===== src/rtl/req_debounce_pkg.sv =====
// ---------------------------------------------------------------------------
// req_debounce_pkg : shared constants for the request conditioning front end
// Rev 1.0
// ---------------------------------------------------------------------------
`default_nettype none

package req_debounce_pkg;

  localparam int unsigned DB_CYCLES_10MS = 1000000;
  localparam int unsigned DB_CYCLES_SIM  = 4;
  localparam int unsigned CNT_W_DEFAULT  = 20;
  localparam int unsigned WIDTH_DEFAULT  = 8;
  // IDX_W must equal ceil(log2(WIDTH)) so every channel is addressable by clr_idx.
  localparam int unsigned IDX_W_DEFAULT  = 3;

endpackage

`default_nettype wire


===== src/rtl/req_debounce_cell.sv =====
// ---------------------------------------------------------------------------
// debounce_cell : single-bit synchronizer, debounce counter and rise detector
// Rev 1.0
// ---------------------------------------------------------------------------
`default_nettype none

module debounce_cell
  import req_debounce_pkg::*;
#(
  parameter int unsigned CNT_W     = CNT_W_DEFAULT,
  parameter int unsigned DB_CYCLES = DB_CYCLES_10MS
) (
  input  logic clk,
  input  logic rst_n,
  input  logic btn_i,
  output logic level_o,
  output logic rise_o,
  output logic rise_nxt_o
);

  localparam logic [CNT_W-1:0] c_CNT_LAST = CNT_W'(DB_CYCLES - 1);

  logic             s1_q, s2_q;
  logic             arm_q, arm_d;
  logic [CNT_W-1:0] cnt_q, cnt_d;
  logic             level_q, level_d;
  logic             rise_q, rise_d;

  // The first disagreeing sample only arms the counter; acceptance then needs
  // DB_CYCLES further stable samples, landing DB_CYCLES+2 edges after sampling.
  always_comb begin
    arm_d   = arm_q;
    cnt_d   = cnt_q;
    level_d = level_q;
    if (s2_q == level_q) begin
      arm_d = 1'b0;
      cnt_d = '0;
    end else if (!arm_q) begin
      arm_d = 1'b1;
    end else if (cnt_q == c_CNT_LAST) begin
      level_d = s2_q;
      arm_d   = 1'b0;
      cnt_d   = '0;
    end else begin
      cnt_d = cnt_q + 1'b1;
    end
    rise_d = level_d & ~level_q;
  end

  always_ff @(posedge clk or negedge rst_n) begin
    if (!rst_n) begin
      s1_q    <= 1'b0;
      s2_q    <= 1'b0;
      arm_q   <= 1'b0;
      cnt_q   <= '0;
      level_q <= 1'b0;
      rise_q  <= 1'b0;
    end else begin
      s1_q    <= btn_i;
      s2_q    <= s1_q;
      arm_q   <= arm_d;
      cnt_q   <= cnt_d;
      level_q <= level_d;
      rise_q  <= rise_d;
    end
  end

  assign level_o    = level_q;
  assign rise_o     = rise_q;
  assign rise_nxt_o = rise_d;

endmodule

`default_nettype wire


===== src/rtl/req_debounce.sv =====
// ---------------------------------------------------------------------------
// req_debounce : debounced, edge-detected sticky request vector for encoder
// Rev 1.0
// ---------------------------------------------------------------------------
`default_nettype none

module req_debounce
  import req_debounce_pkg::*;
#(
  parameter int unsigned WIDTH     = WIDTH_DEFAULT,
  parameter int unsigned IDX_W     = IDX_W_DEFAULT,
  parameter int unsigned CNT_W     = CNT_W_DEFAULT,
  parameter int unsigned DB_CYCLES = DB_CYCLES_10MS
) (
  input  logic             clk,
  input  logic             rst_n,
  input  logic [WIDTH-1:0] btn,
  input  logic             clr,
  input  logic [IDX_W-1:0] clr_idx,
  output logic [WIDTH-1:0] level,
  output logic [WIDTH-1:0] rise,
  output logic [WIDTH-1:0] x,
  output logic             any
);

  logic [WIDTH-1:0] level_w;
  logic [WIDTH-1:0] rise_w;
  logic [WIDTH-1:0] set_w;
  logic [WIDTH-1:0] clr_mask_w;
  logic [WIDTH-1:0] x_q, x_d;
  logic             any_q, any_d;

  for (genvar i = 0; i < WIDTH; i++) begin : g_cell
    debounce_cell #(
      .CNT_W     (CNT_W),
      .DB_CYCLES (DB_CYCLES)
    ) u_cell (
      .clk        (clk),
      .rst_n      (rst_n),
      .btn_i      (btn[i]),
      .level_o    (level_w[i]),
      .rise_o     (rise_w[i]),
      .rise_nxt_o (set_w[i])
    );
  end

  // Set wins over clear because set_w is OR-ed in after the mask is applied.
  always_comb begin
    clr_mask_w = '0;
    if (clr && (32'(clr_idx) < WIDTH)) begin
      clr_mask_w = {{(WIDTH-1){1'b0}}, 1'b1} << clr_idx;
    end
    x_d   = (x_q & ~clr_mask_w) | set_w;
    any_d = |x_d;
  end

  always_ff @(posedge clk or negedge rst_n) begin
    if (!rst_n) begin
      x_q   <= '0;
      any_q <= 1'b0;
    end else begin
      x_q   <= x_d;
      any_q <= any_d;
    end
  end

  assign level = level_w;
  assign rise  = rise_w;
  assign x     = x_q;
  assign any   = any_q;

endmodule

`default_nettype wire

===== config.mk =====
export PLATFORM = sky130hd
export DESIGN_NAME = req_debounce
export DESIGN_NICKNAME = d
export VERILOG_FILES = /design/src/rtl/req_debounce_pkg.sv /design/src/rtl/req_debounce_cell.sv /design/src/rtl/req_debounce.sv
export SDC_FILE = /design/constraint.sdc
export NUM_CORES = 1
export LEC_CHECK = 0
export CORE_MARGIN = 2
export CORE_UTILIZATION = 58
export DETAILED_ROUTE_END_ITERATION = 10
export DONT_BUFFER_PORTS = 1
export HOLD_SLACK_MARGIN = 0.03
export PLACE_DENSITY = 0.81
export SETUP_SLACK_MARGIN = 0.15
export SYNTH_ARGS = -nofsm -noshare
export SYNTH_HDL_FRONTEND = slang
export SYNTH_HIERARCHICAL = 1
export SYNTH_SLANG_ARGS = --single-unit

===== constraint.sdc =====
create_clock -name clk -period 1.85 [get_ports clk]
set_input_delay 0.4625 -clock clk [delete_from_list [all_inputs] [get_ports clk]]
set_output_delay 0.4625 -clock clk [all_outputs]
set_load 0.02 [all_outputs]

==> metrics.md, run 1 <==
| Metric | Value |
|---|---|
| Status | complete, but fails checks |
| Failing checks | negative hold slack |
| Placed Cells incl. Taps | 1369 |
| Vias per inst | 6.52 |
| Synth cell count leaders | dfrtp_1, nor2_1, a21oi_1, xor2_1, nand2_1 |
| First-pass GRT wire length | 44.1 mm |
| Syn nets | 1082 |
| CTS tree | yes |
| DRC errors left | 0 |
| Total Wirelength | 28.4 mm |
| Yosys cell types | 46 |
| Top_reg_cell synth | dfrtp_1 |
| Peak supply drop | 787 uV |
| Non-filler cells, final | 1470 |
| Clock slew at reported path FFs | 0.06 ns |
| Final period util | 0.973 |
| Number of antenna violations at the first check in global routing | 0 |
| Number of synthesized flops with an enable pin | 0 |
| Chip Height | 142 um |
| Layout Area Growth over Synthesis | 25.3% |
| Final Hold Viols | 209 |
| H-tree levels | 1 |
| #FFs+latches synth | 209 |
| Leading area contributor after synthesis | dfrtp_1 |
| Worst Max-Slew Pin Slew | 0.559 ns |
| CTS Hold Buffers Added | 8 |
| Setup violators final | 0 |
| Reg area | 5260 um^2 |
| Pre-Repair DR Iteration Count | 7 |
| Multi-input gate area | 5970 um^2 |
| Root buf cell | clkbuf_16 |
| Yosys warnings | 6 |
| Vias in the first global route | 9172 |
| Pins Over Slew Limit | 0 |
| Core area | 18600 um^2 |
| Synth async-reset ratio | 1.00 |
| RSZ-0062 raised after global routing | yes |
| Min cycle time layout | 1.80 ns |
| Vias | 9579 |
| Remaining Overflow, GRT | 0 |
| Relative slew margins | 0.627 |
| Cell-internal power | 0.00773 W |
| Max cap viols | 0 |
| IO Count | 39 |
| Worst skew pair latency | 0.51 ns |
| Sequential area share after synthesis | 0.477 |
| Sequential share of power | 0.477 |
| Count leader, synth | dfrtp_1 |
| Post-DP HPWL | 16.9 mm |
| Top cell type's share of synthesized area | 0.477 |
| CTS Buf Count | 22 |
| Port Buffer Count | 0 |
| CP Data Arrival Time | 2.19 ns |
| Hold_ws | -0.347 ns |
| Initial Util | 0.589 |
| Die area | 20000 um^2 |
| ANT cells | 0 |
| GP Congestion | 0.886 |
| Pwr per Cell Area | 716 nW/um^2 |
| Most area-consuming cells after synthesis | dfrtp_1, xor2_1, a21oi_1 |
| Crit Path Class | flop to flop |
| Power Total | 0.00984 W |
| Row count | 50 |
| F_max | 0.556 GHz |
| Crit. End Element | flop |
| Share of layout cells above drive strength 1 | 0.307 |
| Final antenna-violating net count | 0 |
| Net Sw Frac | 0.215 |
| Max clock buf depth | 3 |
| Largest net degree at the start of global routing | 210 |
| Global Route Usage Sum | 0.264 |
| Comb power frac | 0.047 |
| Die X | 142 um |
| Crit path launch type | flop |
| Leak | 5.65 nW |
| Fin nets | 1243 |
| Psw | 0.00211 W |
| CP Max Fanout | 3 |
| DR iter-0 viols | 943 |
| Clock power share | 0.476 |
| # fillers | 1190 |
| Worst Hold Class | input port to asynchronous set/reset pin |
| Worst Skew | 0.0133 ns |
| Routed WL per cell | 19.3 um |
| Syn Area/Cell | 10.4 um^2 |
| Post-Syn Area | 11000 um^2 |
| Syn Inst Count | 1060 |
| CP Data Required Time | 2.24 ns |
| Clock Sink Count | 209 |
[layout make-up]
class,count,area share
clock buffers,32,0.0480
inverters,32,0.00874
well taps,234,0.0213
clock inverters,7,0.00801
flip-flops and latches,209,0.382
multi-input cells,795,0.434
repair buffers,161,0.0975
[flip-flops by register name (all words and copies together), names as in the netlist]
name                   cells
g_cell.u_cell/rise_o       8
g_cell.u_cell/s2_q         8
g_cell.u_cell/level_o      8
g_cell.u_cell/cnt_q      160
g_cell.u_cell/arm_q        8
any                        1
g_cell.u_cell/s1_q         8
x                          8
[power groups by stage]
stage                     registers, W  logic (W)  clock network, W
final                          0.00470   0.000462           0.00468
after floorplan                0.00477   0.000205                 0
after global routing           0.00470   0.000497           0.00494
after global placement         0.00477   0.000337                 0
after detailed placement       0.00477   0.000347                 0
after CTS                      0.00469   0.000392           0.00473
[layout by cell type, fill, tap and decap left out, types with 21 or more instances in the layout]
| cell type | count |
|---|---|
| buf_4 | 128 |
| o211ai_1 | 32 |
| nand3_1 | 37 |
| or3_1 | 48 |
| nand4_1 | 25 |
| xor2_1 | 56 |
| o21ai_0 | 48 |
| a21oi_2 | 25 |
| clkbuf_16 | 23 |
| dfrtp_1 | 189 |
| nor2_1 | 72 |
| or4_1 | 23 |
| nand2_1 | 42 |
| a21oi_1 | 63 |
| o2111ai_1 | 24 |
| inv_1 | 24 |
| buf_6 | 23 |
| and4_1 | 21 |
| o31ai_1 | 31 |
[worst paths after layout]
check                                                      start                                endpoint  slack [ns]  depth (start not counted)
setup / recovery           g_cell[7].u_cell/cnt_q[1]$_DFFE_PN0P_                           any$_DFF_PN0_        0.05                          8
hold / removal                                             rst_n  g_cell[0].u_cell/cnt_q[12]$_DFFE_PN0P_       -0.35                          0
setup reg to reg           g_cell[7].u_cell/cnt_q[1]$_DFFE_PN0P_                           any$_DFF_PN0_        0.05                          8
hold reg to reg                  g_cell[2].u_cell/s1_q$_DFF_PN0_         g_cell[2].u_cell/s2_q$_DFF_PN0_        0.34                          0
max in group asynchronous                                  rst_n  g_cell[7].u_cell/cnt_q[13]$_DFFE_PN0P_        1.72                          0
min in group clk                                             clr                          x[7]$_DFF_PN0_        0.29                          2
[worst max-delay path, cell delays in order (launching register included)]
cell	delay (ns)
dfrtp_1	0.38
ha_2	0.20
and3_4	0.19
nand2_2	0.11
nor2_1	0.08
and3b_1	0.21
a21o_1	0.18
nor4_2	0.25
nand2_1	0.09
[cell families after synthesis]
| family | after synthesis | synth area share |
|---|---|---|
| adder cells (fa/ha/maj) | 8 | 0.00912 |
| AND/OR/NAND/NOR | 435 | 0.259 |
| multiplexers | 8 | 0.00821 |
| XOR/XNOR | 72 | 0.0575 |
| buffers and inverters | 56 | 0.0228 |
| flip-flops | 209 | 0.477 |
| AO/OA/AOI/OAI | 272 | 0.167 |
[per-stage QoR]
stage | worst slack, ns | util | setup TNS (ns) | cell area, um^2
floorplan | 0.156 | - | 0 | 11000
global placement | 0.0740 | 0.641 | 0 | 11900
detailed placement | 0.0237 | 0.641 | 0 | 11900
CTS | 0.0830 | 0.698 | 0 | 13000
global route | -0.00578 | 0.737 | -0.0127 | 13700
finish | 0.0504 | 0.737 | 0 | 13700
[layer usage]
layer  wire (um)  GRT usage  vias to the layer above
li1            -          -                     4406
met1       11700      0.352                     4774
met2       14300      0.443                      324
met3        1590     0.0506                       75
met4         831     0.0758                        0
met5           0          0                        -
[timing repair]
item | in CTS | in global routing
resized for setup | 31 | 115
pin swaps | 12 | 38
hold endpoints to repair | 217 | 209
cloned | 0 | 4
buffers inserted | 12 | 38
setup endpoints to repair | 45 | 134
No activity file was read; power rests on OpenSTA's default activity.
==> run 2: changes to the inputs <==
- CORE_ASPECT_RATIO: default -> 0.8
- CORE_UTILIZATION: 58 -> 40
- PLACE_DENSITY: 0.81 -> 0.61
==> run 2 against run 1 <==
The run still ends with negative hold slack left. Non-clock buffer count is 22 higher. Clock-buffer cell count up 3. Combinational power is 1% lower. Utilization shrank 21 points. Cell count is 11% higher. Critical path depth fell by 1. Via count is 3.3% lower. Final area rose by 3.1%. Die area grew 44%. Global-route usage is 8.0 points lower. Power grew 2.2%. Routed wire length shrank 2.5%.
==> metrics.md, run 2 (synthesis results as in run 1) <==
| Metric | Value |
|---|---|
| Status | complete, but fails checks |
| Failing checks | negative hold slack |
| CTS tree | yes |
| Place WS | 0.0278 ns |
| Met2 WL | 12.4 mm |
| Routed WL per cell | 16.9 um |
| CTS Hold Buffers Added | 8 |
| Root buf cell | clkbuf_16 |
| Fin nets | 1273 |
| Largest Register | g_cell.u_cell/cnt_q |
| Number of antenna violations at the first check in global routing | 0 |
| CP Data Required Time | 2.25 ns |
| Reg2reg end | any$_DFF_PN0_ |
| IO Count | 39 |
| R2R Setup Slk | 0.09 ns |
| Reg area | 5250 um^2 |
| Remaining Overflow, GRT | 0 |
| Worst path cell trace | and4b_1 > nand4_1 > nor2_2 > and3b_2 > a21o_1 > nor4_2 > nand2_1 |
| Top layer in use | met4 |
| Worst skew pair latency | 0.52 ns |
| Commonest non-fill, non-tap cell in the layout | dfrtp_1 |
| Crit-path slowest cell | dfrtp_1 |
| DRC errors left | 0 |
| Row count | 54 |
| Vias in the first global route | 8606 |
| Port Buffer Count | 0 |
| Setup violators final | 0 |
| Clock slew at reported path FFs | 0.06 ns |
| Final Hold Viols | 209 |
| Worst Max-Slew Pin Slew | 0.548 ns |
| Global Route Usage Sum | 0.183 |
| Vias | 9265 |
| Worst R2R Start | g_cell[1].u_cell/cnt_q[17]$_DFFE_PN0P_ |
| Metal3 WL | 1.32 mm |
| Pre-Repair DR Iteration Count | 5 |
| GP Congestion | 0.825 |
| RSZ-0062 raised after global routing | yes |
| Total Wirelength | 27.7 mm |
| Worst Hold Class | input port to asynchronous set/reset pin |
| Multi-input gate area | 6000 um^2 |
| # fillers | 2382 |
| Pwr per Cell Area | 710 nW/um^2 |
| Placed cell areas | 12400 um^2 |
| Die X | 189 um |
| Final WS setup | 0.0864 ns |
| Post-DP HPWL | 17.5 mm |
| Final antenna-violating net count | 0 |
| Worst stage delay on the critical path | 0.42 ns |
| Cells on worst reg2reg path | 7 |
| H-tree levels | 1 |
| Hold_ws | -0.365 ns |
| Final period util | 0.953 |
| Relative slew margins | 0.634 |
| Clock Sink Count | 209 |
| CTS Buf Count | 24 |
| Crit path from | g_cell[1].u_cell/cnt_q[17]$_DFFE_PN0P_ |
| Share of layout cells above drive strength 1 | 0.321 |
| CP Data Arrival Time | 2.16 ns |
| Min cycle time layout | 1.76 ns |
| Max clock buf depth | 3 |
| F_max | 0.567 GHz |
| First-pass GRT wire length | 44.4 mm |
| Setup TNS | 0 ns |
| Chip Height | 152 um |
| Crit path to | any$_DFF_PN0_ |
| Crit Path Class | flop to flop |
| Crit. End Element | flop |
| Crit path launch type | flop |
| Max cap viols | 0 |
| ANT cells | 0 |
| Largest net degree at the start of global routing | 210 |
| Worst Skew | 0.00869 ns |
| CP Max Fanout | 4 |
| Non-filler cells, final | 1632 |
| Pins Over Slew Limit | 0 |
| Die area | 28800 um^2 |
| Leak | 5.76 nW |
| Post-route cell area | 14200 um^2 |
| Commonest cells after routing, fill and taps aside | dfrtp_1, buf_4, nor2_1 |
| Met1 wire length | 13.4 mm |
| Vias per inst | 5.68 |
| Initial Util | 0.405 |
| Placed Cells incl. Taps | 1535 |
| Peak supply drop | 709 uV |
| DR iter-0 viols | 657 |
| Post-layout util | 0.523 |
| Layout Area Growth over Synthesis | 29.2% |
| Max reg flops | 160 |
| Core area | 27100 um^2 |
## run 2: metrics by stage
step	hold WS (ns)	total power (W)
6_report	-0.365	0.0101
3_3_place_gp	0.175	0.00513
3_5_place_dp	0.175	0.00513
5_1_grt	-0.389	0.0105
4_1_cts	-0.382	0.0102
2_1_floorplan	0.167	0.00497
## run 2: worst max-delay path: cells and delay by family (launching register included)
kind	cells	cell delay (ns)
AND/OR/NAND/NOR	6	1.03
flip-flops	1	0.42
AO/OA/AOI/OAI	1	0.19
## run 2: worst min path at each step
stage | start | endpoint | slack, ns
final | rst_n | g_cell[0].u_cell/cnt_q[14]$_DFFE_PN0P_ | -0.37
after global routing | rst_n | g_cell[0].u_cell/cnt_q[14]$_DFFE_PN0P_ | -0.39
after CTS | rst_n | g_cell[2].u_cell/rise_o$_DFF_PN0_ | -0.38
after detailed placement | rst_n | g_cell[0].u_cell/cnt_q[18]$_DFFE_PN0P_ | 0.18
after global placement | rst_n | g_cell[0].u_cell/cnt_q[14]$_DFFE_PN0P_ | 0.17
after floorplan | rst_n | any$_DFF_PN0_ | 0.17
## run 2: cell type report
class | instances | area share
inverter | 32 | 0.00847
tap | 364 | 0.0321
sequential | 209 | 0.370
clock inverter | 8 | 0.00830
multi-input combinational | 801 | 0.423
clock buffer | 35 | 0.0496
timing repair buffer | 183 | 0.108
## run 2: metal layers
layer  up-vias  GRT usage
li1       4493          -
met2       193      0.269
met4         0     0.0383
met1      4540      0.283
met3        39     0.0295
met5         -          0
## run 2: report_power, final
| group | switching [W] | internal (W) | leakage, nW |
|---|---|---|---|
| clock | 0.00188 | 0.00304 | 0.402 |
| combinational | 0.000239 | 0.000219 | 2.53 |
| sequential | 0.0000561 | 0.00463 | 2.82 |
## run 2: what timing repair did
item,in CTS,in global routing
buffers inserted,7,29
pin swaps,11,26
setup endpoints to repair,13,154
resized for setup,25,110
endpoints found under the hold margin,217,209
gates cloned,0,10
==> run 3: changes to the inputs <==
- CORE_ASPECT_RATIO: 0.8 -> default
- PLACE_DENSITY: 0.61 -> default
==> run 3 against run 2 <==
The run still ends with negative hold slack left. Highest routed layer unchanged. Maximum frequency increased by 0.56%. Critical endpoint unchanged. Utilization decreased by 0.28 points. Register-to-register slack about the same. Non-clock buffer count decreased by 11. Global-route usage about the same. Worst setup slack improved by 0.0098 ns. Routed wire length decreased by 2.4%. Largest power group unchanged. Sequential power about the same. Final area decreased by 1.1%.
==> metrics.md, run 3 (synthesis results as in run 1) <==
| Metric | Value |
|---|---|
| Status | complete, but fails checks |
| Failing checks | negative hold slack |
| First-pass GRT wire length | 44.1 mm |
| Remaining Overflow, GRT | 0 |
| Post-route cell area | 14000 um^2 |
| Power Total | 0.00998 W |
| Placed Cells incl. Taps | 1497 |
| Relative slew margins | 0.650 |
| Root buf cell | clkbuf_16 |
| Post-layout util | 0.521 |
| Number of antenna violations at the first check in global routing | 0 |
| Post-DP HPWL | 17.5 mm |
| Core area | 27000 um^2 |
| ANT cells | 0 |
| Total Wirelength | 27.0 mm |
| Clock Sink Count | 209 |
| Setup violators final | 0 |
| Clock slew at reported path FFs | 0.06 ns |
| Final period util | 0.948 |
| Routed WL per cell | 16.9 um |
| Global Route Usage Sum | 0.183 |
| Max reg flops | 160 |
| Vias per inst | 5.75 |
| Pins Over Slew Limit | 0 |
| Crit path launch type | flop |
| Sequential share of power | 0.470 |
| DRC errors left | 0 |
| Net Sw Frac | 0.222 |
| # fillers | 2404 |
| Clock power share | 0.484 |
| Peak supply drop | 724 uV |
| CTS Hold Buffers Added | 8 |
| Largest net degree at the start of global routing | 210 |
| Initial Util | 0.407 |
| Layout Area Growth over Synthesis | 27.8% |
| Cell-internal power | 0.00776 W |
| Leak | 5.70 nW |
| GP Congestion | 0.839 |
| GR Util met3 | 0.0354 |
| Crit. End Element | flop |
| GRT busiest layer | met2 |
| Psw | 0.00222 W |
| CP Data Arrival Time | 2.16 ns |
| GRT met2 Usage | 0.297 |
| Worst Hold Class | input port to asynchronous set/reset pin |
| Reg area | 5260 um^2 |
| Worst Skew | 0.00840 ns |
| Max clock buf depth | 3 |
| Commonest non-fill, non-tap cell in the layout | dfrtp_1 |
| Vias in the first global route | 8702 |
| Max cap viols | 0 |
| Min cycle time layout | 1.75 ns |
| Final antenna-violating net count | 0 |
| Crit Path Class | flop to flop |
| Pre-Repair DR Iteration Count | 5 |
| Cells on worst reg2reg path | 8 |
| Non-filler cells, final | 1598 |
| Port Buffer Count | 0 |
| IO Count | 39 |
| Chip Height | 170 um |
| Die area | 28800 um^2 |
| Worst Max-Slew Pin Slew | 0.524 ns |
| Placed cell areas | 12300 um^2 |
| Multi-input gate area | 5960 um^2 |
| Share of layout cells above drive strength 1 | 0.317 |
| H-tree levels | 1 |
| CTS tree | yes |
| Pwr per Cell Area | 711 nW/um^2 |
| CP Max Fanout | 3 |
| Worst skew pair latency | 0.53 ns |
| Fin nets | 1260 |
| CTS Buf Count | 26 |
| DR iter-0 viols | 648 |
| Vias | 9182 |
| Largest Register | g_cell.u_cell/cnt_q |
| Commonest cells after routing, fill and taps aside | dfrtp_1, buf_4, nor2_1 |
| F_max | 0.570 GHz |
| RSZ-0062 raised after global routing | yes |
| Row count | 60 |
| Comb power frac | 0.046 |
| Hold_ws | -0.372 ns |
| Met1 usage | 0.254 |
| Final Hold Viols | 209 |
| CP Data Required Time | 2.26 ns |
| Die X | 170 um |
[run 3: cell count changes in the layout (fill, tap and decap cells not counted), moves of 4 or more]
cell / before / now
buf_6: 23 / 15
nor2_1: 78 / 71
nor2_2: 1 / 8
and4_2: 9 / 5
buf_4: 148 / 143
o21ai_2: 14 / 9
[run 3: worst max-delay path: stages (launching register included)]
cell and delay (ns):
dfrtp_1 0.38, ha_2 0.20, and3_4 0.18, nand2_2 0.09, nor2_1 0.07, and3b_2 0.22, a21o_1 0.21, nor4_2 0.22
nand2_1 0.07
[run 3: path summary, 6_finish.rpt]
kind / end / from / slack (ns)
max: any$_DFF_PN0_ / g_cell[0].u_cell/cnt_q[1]$_DFFE_PN0P_ / 0.1
min: g_cell[0].u_cell/cnt_q[15]$_DFFE_PN0P_ / rst_n / -0.37
max reg2reg: any$_DFF_PN0_ / g_cell[0].u_cell/cnt_q[1]$_DFFE_PN0P_ / 0.1
min reg2reg: g_cell[5].u_cell/s2_q$_DFF_PN0_ / g_cell[5].u_cell/s1_q$_DFF_PN0_ / 0.35
max in group asynchronous: g_cell[6].u_cell/cnt_q[7]$_DFFE_PN0P_ / rst_n / 1.73
min in group clk: x[6]$_DFF_PN0_ / clr_idx[1] / 0.19
[run 3: per-layer routing]
layer	vias to the layer above	share of wire
li1	4451	-
met3	46	0.048
met1	4520	0.46
met2	165	0.47
met5	-	0
met4	0	0.025
[run 3: what timing repair did]
action | 4_1_cts | 5_1_grt
setup endpoints to repair | 12 | 158
gates cloned | 0 | 7
gates resized for setup | 21 | 105
hold endpoints to repair | 217 | 209
setup buffers | 4 | 35
pin swaps | 7 | 33
[run 3: area by class of cell]
| class | count | share of cell area |
|---|---|---|
| multi-input combinational | 797 | 0.425 |
| clock buffer | 40 | 0.0559 |
| tap | 341 | 0.0304 |
| clock inverter | 7 | 0.00276 |
| inverter | 32 | 0.00856 |
| timing repair buffer | 172 | 0.103 |
| sequential | 209 | 0.375 |
[run 3: through the flow]
stage | setup slack, ns | hold WS [ns] | TNS [ns]
floorplan | 0.156 | 0.167 | 0
global placement | 0.0367 | 0.173 | 0
detailed placement | 0.0469 | 0.173 | 0
CTS | 0.101 | -0.396 | 0
global route | -0.0166 | -0.397 | -0.0166
finish | 0.0963 | -0.372 | 0
[run 3: power groups by stage]
stage | registers [W] | logic (W) | clock network [W]
final | 0.00469 | 0.000459 | 0.00483
after global routing | 0.00469 | 0.000499 | 0.00521
after CTS | 0.00468 | 0.000406 | 0.00501
after detailed placement | 0.00476 | 0.000376 | 0
after global placement | 0.00476 | 0.000371 | 0
after floorplan | 0.00477 | 0.000205 | 0
